<file path="src/rtl/dsp_mac_ctrl_if.sv">
// Operand stream, slice drive/return and result channels of the MAC sequencer.
// master = sequencer side, slave = producer/consumer/slice side.
interface dsp_mac_ctrl_if #(
    parameter int CNT_W = 8
);
    logic                    op_valid;
    logic                    op_ready;
    logic signed [17:0]      op_a;
    logic signed [17:0]      op_b;
    logic                    op_last;

    logic signed [17:0]      DSP_A;
    logic signed [17:0]      DSP_B;
    logic        [7:0]       DSP_OPMODE;
    logic signed [47:0]      DSP_P;

    logic                    res_valid;
    logic                    res_ready;
    logic signed [47:0]      res_data;
    logic        [CNT_W-1:0] res_count;
    logic                    res_sat;

    modport master (
        input  op_valid, op_a, op_b, op_last, DSP_P, res_ready,
        output op_ready, DSP_A, DSP_B, DSP_OPMODE, res_valid, res_data, res_count, res_sat
    );

    modport slave (
        output op_valid, op_a, op_b, op_last, DSP_P, res_ready,
        input  op_ready, DSP_A, DSP_B, DSP_OPMODE, res_valid, res_data, res_count, res_sat
    );
endinterface

</file>
<file path="src/rtl/dsp_mac_ctrl.sv">
// MAC sequencer driving a DSP48A1 slice; result valid LATENCY+1 edges after the last beat.
// op_ready drops in DRAIN/RESULT, so operand beats stall until the result is taken.
module dsp_mac_ctrl #(
    parameter int LATENCY = 1,
    parameter int CNT_W   = 8
) (
    input  logic             CLK,
    input  logic             RST,
    dsp_mac_ctrl_if.master   bus
);
    typedef enum logic [1:0] {IDLE, ACCUM, DRAIN, RESULT} state_t;

    localparam logic [7:0] OP_FIRST = 8'h01;
    localparam logic [7:0] OP_ACC   = 8'h09;
    localparam logic [7:0] OP_HOLD  = 8'h08;
    localparam logic [7:0] OP_CLR   = 8'h00;

    state_t             state, state_nxt;
    logic               accept;
    logic [2:0]         drain_cnt;
    logic [CNT_W-1:0]   beat_cnt;
    logic               beat_sat;

    logic signed [17:0] dsp_a_q, dsp_b_q, dsp_a_nxt, dsp_b_nxt;
    logic [7:0]         dsp_op_q, dsp_op_nxt;

    logic               res_valid_q;
    logic signed [47:0] res_data_q;
    logic [CNT_W-1:0]   res_count_q;
    logic               res_sat_q;

    assign bus.op_ready   = !RST && (state == IDLE || state == ACCUM);
    assign accept         = bus.op_valid && bus.op_ready;

    assign bus.DSP_A      = dsp_a_q;
    assign bus.DSP_B      = dsp_b_q;
    assign bus.DSP_OPMODE = dsp_op_q;
    assign bus.res_valid  = res_valid_q;
    assign bus.res_data   = res_data_q;
    assign bus.res_count  = res_count_q;
    assign bus.res_sat    = res_sat_q;

    always_comb begin
        state_nxt  = state;
        dsp_a_nxt  = '0;
        dsp_b_nxt  = '0;
        dsp_op_nxt = (state == IDLE) ? OP_CLR : OP_HOLD;

        if (accept) begin
            dsp_a_nxt  = bus.op_a;
            dsp_b_nxt  = bus.op_b;
            dsp_op_nxt = (state == IDLE) ? OP_FIRST : OP_ACC;
        end

        case (state)
            IDLE:    if (accept) state_nxt = bus.op_last ? DRAIN : ACCUM;
            ACCUM:   if (accept && bus.op_last) state_nxt = DRAIN;
            DRAIN:   if (drain_cnt == 3'd0) state_nxt = RESULT;
            RESULT:  if (bus.res_ready) state_nxt = IDLE;
            default: state_nxt = IDLE;
        endcase
    end

    always_ff @(posedge CLK) begin
        if (RST) begin
            state       <= IDLE;
            dsp_a_q     <= '0;
            dsp_b_q     <= '0;
            dsp_op_q    <= OP_CLR;
            drain_cnt   <= '0;
            beat_cnt    <= '0;
            beat_sat    <= 1'b0;
            res_valid_q <= 1'b0;
            res_data_q  <= '0;
            res_count_q <= '0;
            res_sat_q   <= 1'b0;
        end else begin
            state    <= state_nxt;
            dsp_a_q  <= dsp_a_nxt;
            dsp_b_q  <= dsp_b_nxt;
            dsp_op_q <= dsp_op_nxt;

            // Counts down once per edge in DRAIN; capture fires on the edge it reads zero.
            if (accept && bus.op_last) begin
                drain_cnt <= 3'(LATENCY);
            end else if (state == DRAIN && drain_cnt != 3'd0) begin
                drain_cnt <= drain_cnt - 3'd1;
            end

            if (accept) begin
                if (state == IDLE) begin
                    beat_cnt <= CNT_W'(1);
                    beat_sat <= 1'b0;
                end else if (&beat_cnt) begin
                    beat_sat <= 1'b1;
                end else begin
                    beat_cnt <= beat_cnt + CNT_W'(1);
                end
            end

            if (state == DRAIN && drain_cnt == 3'd0) begin
                res_valid_q <= 1'b1;
                res_data_q  <= bus.DSP_P;
                res_count_q <= beat_cnt;
                res_sat_q   <= beat_sat;
            end else if (state == RESULT && bus.res_ready) begin
                res_valid_q <= 1'b0;
            end
        end
    end
endmodule

</file>
<file path="src/flat_wrapper.sv">
// flat-port wrapper written by rule: the top's interface ports become plain ports
module dsp_mac_ctrl_flat 
#(
    parameter int LATENCY = 1,
    parameter int CNT_W   = 8
)
  (CLK, RST, bus_op_valid, bus_op_a, bus_op_b, bus_op_last, bus_DSP_P, bus_res_ready, bus_op_ready, bus_DSP_A, bus_DSP_B, bus_DSP_OPMODE, bus_res_valid, bus_res_data, bus_res_count, bus_res_sat);
  dsp_mac_ctrl_if #(.CNT_W(CNT_W)) bus_i ();
  input  logic CLK;
  input  logic RST;
  input wire logic [$bits(bus_i.op_valid)-1:0] bus_op_valid;
  input wire logic [$bits(bus_i.op_a)-1:0] bus_op_a;
  input wire logic [$bits(bus_i.op_b)-1:0] bus_op_b;
  input wire logic [$bits(bus_i.op_last)-1:0] bus_op_last;
  input wire logic [$bits(bus_i.DSP_P)-1:0] bus_DSP_P;
  input wire logic [$bits(bus_i.res_ready)-1:0] bus_res_ready;
  output wire logic [$bits(bus_i.op_ready)-1:0] bus_op_ready;
  output wire logic [$bits(bus_i.DSP_A)-1:0] bus_DSP_A;
  output wire logic [$bits(bus_i.DSP_B)-1:0] bus_DSP_B;
  output wire logic [$bits(bus_i.DSP_OPMODE)-1:0] bus_DSP_OPMODE;
  output wire logic [$bits(bus_i.res_valid)-1:0] bus_res_valid;
  output wire logic [$bits(bus_i.res_data)-1:0] bus_res_data;
  output wire logic [$bits(bus_i.res_count)-1:0] bus_res_count;
  output wire logic [$bits(bus_i.res_sat)-1:0] bus_res_sat;
  assign bus_i.op_valid = bus_op_valid;
  assign bus_i.op_a = bus_op_a;
  assign bus_i.op_b = bus_op_b;
  assign bus_i.op_last = bus_op_last;
  assign bus_i.DSP_P = bus_DSP_P;
  assign bus_i.res_ready = bus_res_ready;
  assign bus_op_ready = bus_i.op_ready;
  assign bus_DSP_A = bus_i.DSP_A;
  assign bus_DSP_B = bus_i.DSP_B;
  assign bus_DSP_OPMODE = bus_i.DSP_OPMODE;
  assign bus_res_valid = bus_i.res_valid;
  assign bus_res_data = bus_i.res_data;
  assign bus_res_count = bus_i.res_count;
  assign bus_res_sat = bus_i.res_sat;
  dsp_mac_ctrl #(.LATENCY(LATENCY), .CNT_W(CNT_W)) u_core (.CLK(CLK), .RST(RST), .bus(bus_i));
endmodule
</file>
<file path="config.mk">
export PLATFORM = sky130hd
export DESIGN_NAME = dsp_mac_ctrl_flat
export DESIGN_NICKNAME = d
export VERILOG_FILES = /design/src/rtl/dsp_mac_ctrl_if.sv /design/src/rtl/dsp_mac_ctrl.sv /design/src/flat_wrapper.sv
export SDC_FILE = /design/constraint.sdc
export NUM_CORES = 1
export LEC_CHECK = 0
export CAP_MARGIN = 20
export CELL_PAD_IN_SITES_DETAIL_PLACEMENT = 1
export CELL_PAD_IN_SITES_GLOBAL_PLACEMENT = 1
export CORE_MARGIN = 3
export CORE_UTILIZATION = 32
export CTS_BUF_LIST = sky130_fd_sc_hd__clkbuf_8
export CTS_CLUSTER_SIZE = 10
export DETAILED_ROUTE_END_ITERATION = 8
export GPL_TIMING_DRIVEN = 0
export MAX_ROUTING_LAYER = met4
export PLACE_DENSITY = 0.88
export SYNTH_ARGS = -nofsm -noshare
export SYNTH_HDL_FRONTEND = slang
export SYNTH_SLANG_ARGS = --single-unit
</file>
<file path="constraint.sdc">
create_clock -name CLK -period 2.92 [get_ports CLK]
set_input_delay 0.292 -clock CLK [delete_from_list [all_inputs] [get_ports CLK]]
set_output_delay 0.292 -clock CLK [all_outputs]
set_load 0.005 [all_outputs]
</file>
==> flow_summary.yaml, run 1 <==
run_status:
  status: "finished, final reports clean"
place:
  io_buffers: 185
  placed_cell_area_um2: 5954
  gp_congestion: 0.8692
  dp_hpwl_um: 9786
floorplanning:
  die_area_um2: 13560
  start_util_pct: 33.48
  core_area_um2: 11660
  dieWidth_um: 116.5
  ios: 192
  row_count: 39
  chipHeight_um: 116.5
grt:
  antenna_found_initial: 0
  track_usage_pct: 18.60
  grt_overflow: 0
  grt_max_degree: 16
  grt_pass1_wl_um: 19290
  grt_pass1_vias: 4013
final_layout:
  diodes: 0
  synthToLayoutAreaGrowth_pct: 56.94
  fill_cells: 1387
  nNetsFinal: 740
  drive_above_1_share_pct: 4.799
  final_common_cell: "clkdlybuf4s50_1"
  utilization_pct: 52.55
  stdcell_area_um2: 6128
  final_cell_mix: "clkdlybuf4s50_1 (185), nand2_1 (124), dfxtp_1 (110)"
timing:
  slew_viol_final: 0
  setup_violations: 0
  fin_crit_ns: 2.493
  rsz0062_at_grt: "false"
  fin_skew_ns: 0.006934
  setup_tns_ns: 0
  finalHoldViolCount: 0
  max_slew.worst_pin.slew_ns: 0.5170
  hold_ws_ns: 0.4571
  final_min_period_over_clock_period_pct: 85.38
  clock.fmax_mhz: 401.1
  slew_headroom_pct: 65.54
power:
  power.net_switching_w: 0.001184
  p_clk_share_pct: 21.8
  p_per_area_nw_per_um2: 637.0
  ir_worst_vdd_mv: 0.3589
  p_int_w: 0.002720
  comb_power_share_pct: 32.2
  p_leak_nw: 2.242
  switching_share_pct: 30.32
  seq_power_share_pct: 46.0
  total_power_w: 0.003904
yosys:
  synth_edf_count: 0
  yosys_most_used_dff: "dfxtp_1"
  ys.warnings.count: 0
  yosysTopAreaCellShare_pct: 56.39
  synth_top_cell_by_area: "dfxtp_1"
  syn_area_um2: 3905
  synthTopCellsByArea: "dfxtp_1 (56%), nand2_1 (12%), a21oi_1 (8.3%)"
  synth.avg_cell_area_um2: 8.835
  synthArstFlopShare_pct: 0
  synth-seq-cells: 110
  ys_seq_area_share_pct: 56.39
  synth_cells: 442
  synth_cell_types: 40
detailed_routing:
  routed_via_density: 4.728
  drt-total-wl_um: 12350
  wl_per_cell_um: 15.65
  detail_route.iter0.violations: 194
  final_antenna_net_count: 0
  drc: 0
  num_vias: 3730
  drt_first_pass_iters: 4
clock_network:
  cts_tree: "built"
  cts_sinks: 110
  cts_resized: 0
  clock_latency_ns: 0.37
  htree_levels: 3
  clockBufferDepth: 2
  cts_setup_buffers: 0
  clkTransAtPathRegs_ns: 0.09
  cts_inserted_buffers: 9
  clockRootBuffer: "clkbuf_8"
  cts.hold.buffers_added: 0
setup_path:
  slowest_delay_ns: 0.55
  crit_chain: "clkdlybuf4s50_1 -> clkbuf_1 -> clkbuf_1 -> nor2_1 -> clkdlybuf4s50_1"
  end_kind: "output pin"
  cp_slowest_cell: "clkdlybuf4s50_1"
  arrival_ns: 2.20
  critical_path_class: "in -> out"
  crit_required_ns: 2.63
  critPathMaxFanout: 10
  start_kind: "input port"
min_path:
  hold_class: "reg -> reg"
job:
  max_cap_viol_count: 0
==> flip-flops by register name (all words and copies together) (netlist names) <==
name / count
u_core.beat_cnt: 8
u_core.beat_sat: 1
u_core.bus.DSP_A: 18
u_core.bus.DSP_B: 18
u_core.bus.DSP_OPMODE: 2
u_core.bus.res_count: 8
u_core.bus.res_data: 48
u_core.bus.res_sat: 1
u_core.bus.res_valid: 1
u_core.drain_cnt: 3
u_core.state: 2
==> metrics by stage <==
stage,worst slack [ns],cells
CTS,0.4117,789
global placement,0.4690,775
floorplan,1.260,447
finish,0.4269,789
global route,0.2720,789
detailed placement,0.4142,775
==> worst max-delay path, delay by kind of cell <==
kind          cells  cell delay [ns]
buf+inv           4             1.81
simple gates      1             0.10
==> layer usage <==
metal / wire [µm] / GRT usage (%) / up-vias
met5: 0 / - / -
met4: 137 / 4.718 / 0
met3: 922 / 5.959 / 11
met2: 6138 / 32.00 / 134
met1: 5149 / 20.91 / 1763
li1: - / - / 1822
==> Yosys cell counts (all sizes together), types with 2 or more instances <==
library cell and number:
a211oi 3, or4 2, dfxtp 110, o21ai 3, nor2b 2, a21oi 65, nand3 4, clkbuf 19
nand2 124, a41oi 2, and3 3, xnor2 2, nor3 4, inv 8, and2 36, mux2i 2
o31ai 2, o21bai 2, nand2b 3, nor2 9, buf 14, ha 8
==> final cells by class <==
type / count / area [µm²] / area share [%]
multi-input combinational: 296 / 1535 / 25.05
inverter: 8 / 30.03 / 0.4900
timing repair buffer: 185 / 1852 / 30.22
clock buffer: 12 / 165.2 / 2.695
clock inverter: 2 / 8.758 / 0.1429
buffer: 33 / 156.4 / 2.552
tap: 143 / 178.9 / 2.920
sequential: 110 / 2202 / 35.93
==> power groups by stage <==
stage / Combinational, W / Sequential [W] / Clock (W)
after global routing: 0.00140 / 0.00182 / 0.000952
after floorplan: 0.000562 / 0.00184 / 0
after CTS: 0.00128 / 0.00180 / 0.000878
after detailed placement: 0.00127 / 0.00183 / 0
after global placement: 0.00121 / 0.00182 / 0
final: 0.00126 / 0.00180 / 0.000850
==> final timing paths <==
kind / from / end / slack [ns] / depth (start not counted)
max: RST / bus_op_ready / 0.43 / 5
min: u_core.bus.res_data[36] / u_core.bus.res_data[36] / 0.46 / 2
max reg2reg: u_core.state[0] / u_core.drain_cnt[0] / 0.80 / 8
min reg2reg: u_core.bus.res_data[36] / u_core.bus.res_data[36] / 0.46 / 2
==> logic make-up (layout without fill, tap and decap cells) <==
logic type	Yosys count	after routing	synth area share (%)
multiplexers	2	2	0.5127
buffers and inverters	41	240	4.774
other	1	6	0.09603
AO/OA/AOI/OAI	85	85	12.59
adder cells (fa/ha/maj)	8	8	2.563
AND/OR/NAND/NOR	193	193	22.62
flip-flops	110	110	56.39
XOR/XNOR	2	2	0.4487
No activity file was read; power rests on OpenSTA's default activity.
==> run 2, diff against run 1 <==
==> constraint.sdc (replaced) <==
create_clock -name CLK -period 2.92 [get_ports CLK]
set_input_delay 0.73 -clock CLK [delete_from_list [all_inputs] [get_ports CLK]]
set_output_delay 0.73 -clock CLK [all_outputs]
set_load 0.005 [all_outputs]
==> flow_summary.yaml, run 2 (same netlist as run 1, synthesis figures left out) <==
floorplanning:
  core_area_um2: 11660
  start_util_pct: 33.48
  ios: 192
  die_area_um2: 13560
  row_count: 39
  chipHeight_um: 116.5
  dieWidth_um: 116.5
setup_path:
  rr_startpoint: "u_core.state[0]"
  crit_buf_inv: 2
  critPathMaxFanout: 4
  path_delay_family: "buffers and inverters"
  crit_chain: "inv_1 -> ha_1 -> nor2_1 -> nor2_1 -> clkdlybuf4s50_1"
  start_kind: "register"
  cp_common_cell: "nor2_1"
  r2r-end: "u_core.drain_cnt[0]"
  slowest_delay_ns: 0.45
  cp_slowest_cell: "clkdlybuf4s50_1"
  crit_required_ns: 2.19
  r2r_slack_ns: 0.76
  critical_path_class: "reg -> out"
  arrival_ns: 1.97
  end_kind: "output pin"
  rr_worst_depth: 8
power:
  p_per_area_nw_per_um2: 637.2
  switching_share_pct: 30.27
  seq_power_share_pct: 46.1
  power.net_switching_w: 0.001181
  ir_worst_vdd_mv: 0.3588
  comb_power_share_pct: 32.2
  p_clk_share_pct: 21.7
  p_int_w: 0.002720
  p_leak_nw: 2.244
place:
  io_buffers: 185
  placed_cell_area_um2: 5954
  pre_cts_slack_ns: -0.4618
  dp_hpwl_um: 9786
  gp_congestion: 0.8692
  dpl.cell_count: 775
clock_network:
  clock_latency_ns: 0.37
  clockRootBuffer: "clkbuf_8"
  clkTransAtPathRegs_ns: 0.09
  cts.hold.buffers_added: 0
  cts_resized: 2
  clockBufferDepth: 2
  cts_inserted_buffers: 9
  cts_sinks: 110
  cts_tree: "built"
  cts_setup_buffers: 0
  htree_levels: 3
run_status:
  status: "finished, final reports clean"
grt:
  track_usage_pct: 18.58
  grt_pass1_wl_um: 19280
  grt_max_degree: 16
  grt_overflow: 0
  antenna_found_initial: 0
  grt_pass1_vias: 4014
detailed_routing:
  wl_per_cell_um: 15.70
  drt_first_pass_iters: 4
  drt-total-wl_um: 12370
  routed_via_density: 4.735
  num_vias: 3731
  drc: 0
  final_antenna_net_count: 0
  detail_route.iter0.violations: 216
timing:
  fin_crit_ns: 2.701
  fin_skew_ns: 0.009148
  slew_viol_final: 0
  finalHoldViolCount: 0
  rsz0062_at_grt: "false"
  clock.fmax_mhz: 370.2
  final_min_period_over_clock_period_pct: 92.51
  finalWorstSetupSlack_ns: 0.2188
  setup_violations: 0
final_layout:
  largest_reg_flops: 48
  final_common_cell: "clkdlybuf4s50_1"
  diodes: 0
  nNetsFinal: 739
  fill_cells: 1387
  stdcell_area_um2: 6121
  drive_above_1_share_pct: 5.116
  synthToLayoutAreaGrowth_pct: 56.74
  fin_cells: 788
  final_cell_mix: "clkdlybuf4s50_1 (184), nand2_1 (124), dfxtp_1 (110)"
min_path:
  hold_start: "u_core.bus.res_data[36]"
  hold_end: "u_core.bus.res_data[36]"
  hold_path_depth: 2
  hold_class: "reg -> reg"
job:
  max_cap_viol_count: 0
-- run 2: metrics by stage --
step / total power [W] / TNS [ns] / util (%) / hold WS (ns)
after CTS: 0.003956 / 0 / 52.52 / 0.4614
after global placement: 0.003033 / -0.4070 / 51.06 / 0.4417
after detailed placement: 0.003106 / -0.4618 / 51.06 / 0.4480
after floorplan: 0.002401 / 0 / - / 0.4313
final: 0.003900 / 0 / 52.48 / 0.4576
after global routing: 0.004174 / 0 / 52.48 / 0.4775
-- run 2: final cells by class --
type                            count  area (µm²)  area share [%]
Multi-Input combinational cell    296        1535           25.08
Clock inverter                      2       8.758          0.1431
Tap cell                          143       178.9           2.923
Inverter                            8       30.03          0.4906
Timing Repair Buffer              185        1847           30.17
Clock buffer                       12       165.2           2.698
Sequential cell                   110        2202           35.98
Buffer                             32       153.9           2.514
-- run 2: layer usage --
layer,GRT usage (%),part of all wire (%),routed length (µm)
met1,20.88,42,5143
met4,4.950,1.0,124
met3,6.010,7.6,935
met5,-,0,0
met2,31.81,50,6164
-- run 2: tightest hold or removal path: cells and delay by family (launching register included) --
kind               cells  cell delay [ns]
and+or+nand+nor        1             0.05
AOI/OAI and AO/OA      1             0.05
DFF                    1             0.32
-- run 2: worst max path at each step --
stage,depth (start not counted),slack [ns],endpoint,start
3_5_place_dp,5,-0.46,bus_op_ready,RST
5_1_grt,5,0.06,bus_op_ready,u_core.state[0]
4_1_cts,4,0.08,bus_op_ready,RST
6_report,5,0.22,bus_op_ready,u_core.state[0]
3_3_place_gp,5,-0.41,bus_op_ready,RST
2_1_floorplan,3,0.84,bus_op_ready,RST
-- run 2: power by group through the flow --
stage	Clock [W]	Combinational (W)	Sequential, W
floorplan	0	0.000562	0.00184
global placement	0	0.00121	0.00182
detailed placement	0	0.00127	0.00183
CTS	0.000878	0.00128	0.00180
global route	0.000950	0.00140	0.00182
finish	0.000848	0.00126	0.00180
==> run 3, diff against run 2 <==
--- a/config.mk
+++ b/config.mk
@@ -13,6 +13,7 @@
 export CTS_BUF_LIST = sky130_fd_sc_hd__clkbuf_8
 export CTS_CLUSTER_SIZE = 10
 export DETAILED_ROUTE_END_ITERATION = 8
+export GPL_ROUTABILITY_DRIVEN = 0
 export GPL_TIMING_DRIVEN = 0
 export MAX_ROUTING_LAYER = met4
 export PLACE_DENSITY = 0.88
==> results of run 3 <==
No change in the layout: final DEF, timing and power equal those of run 2.
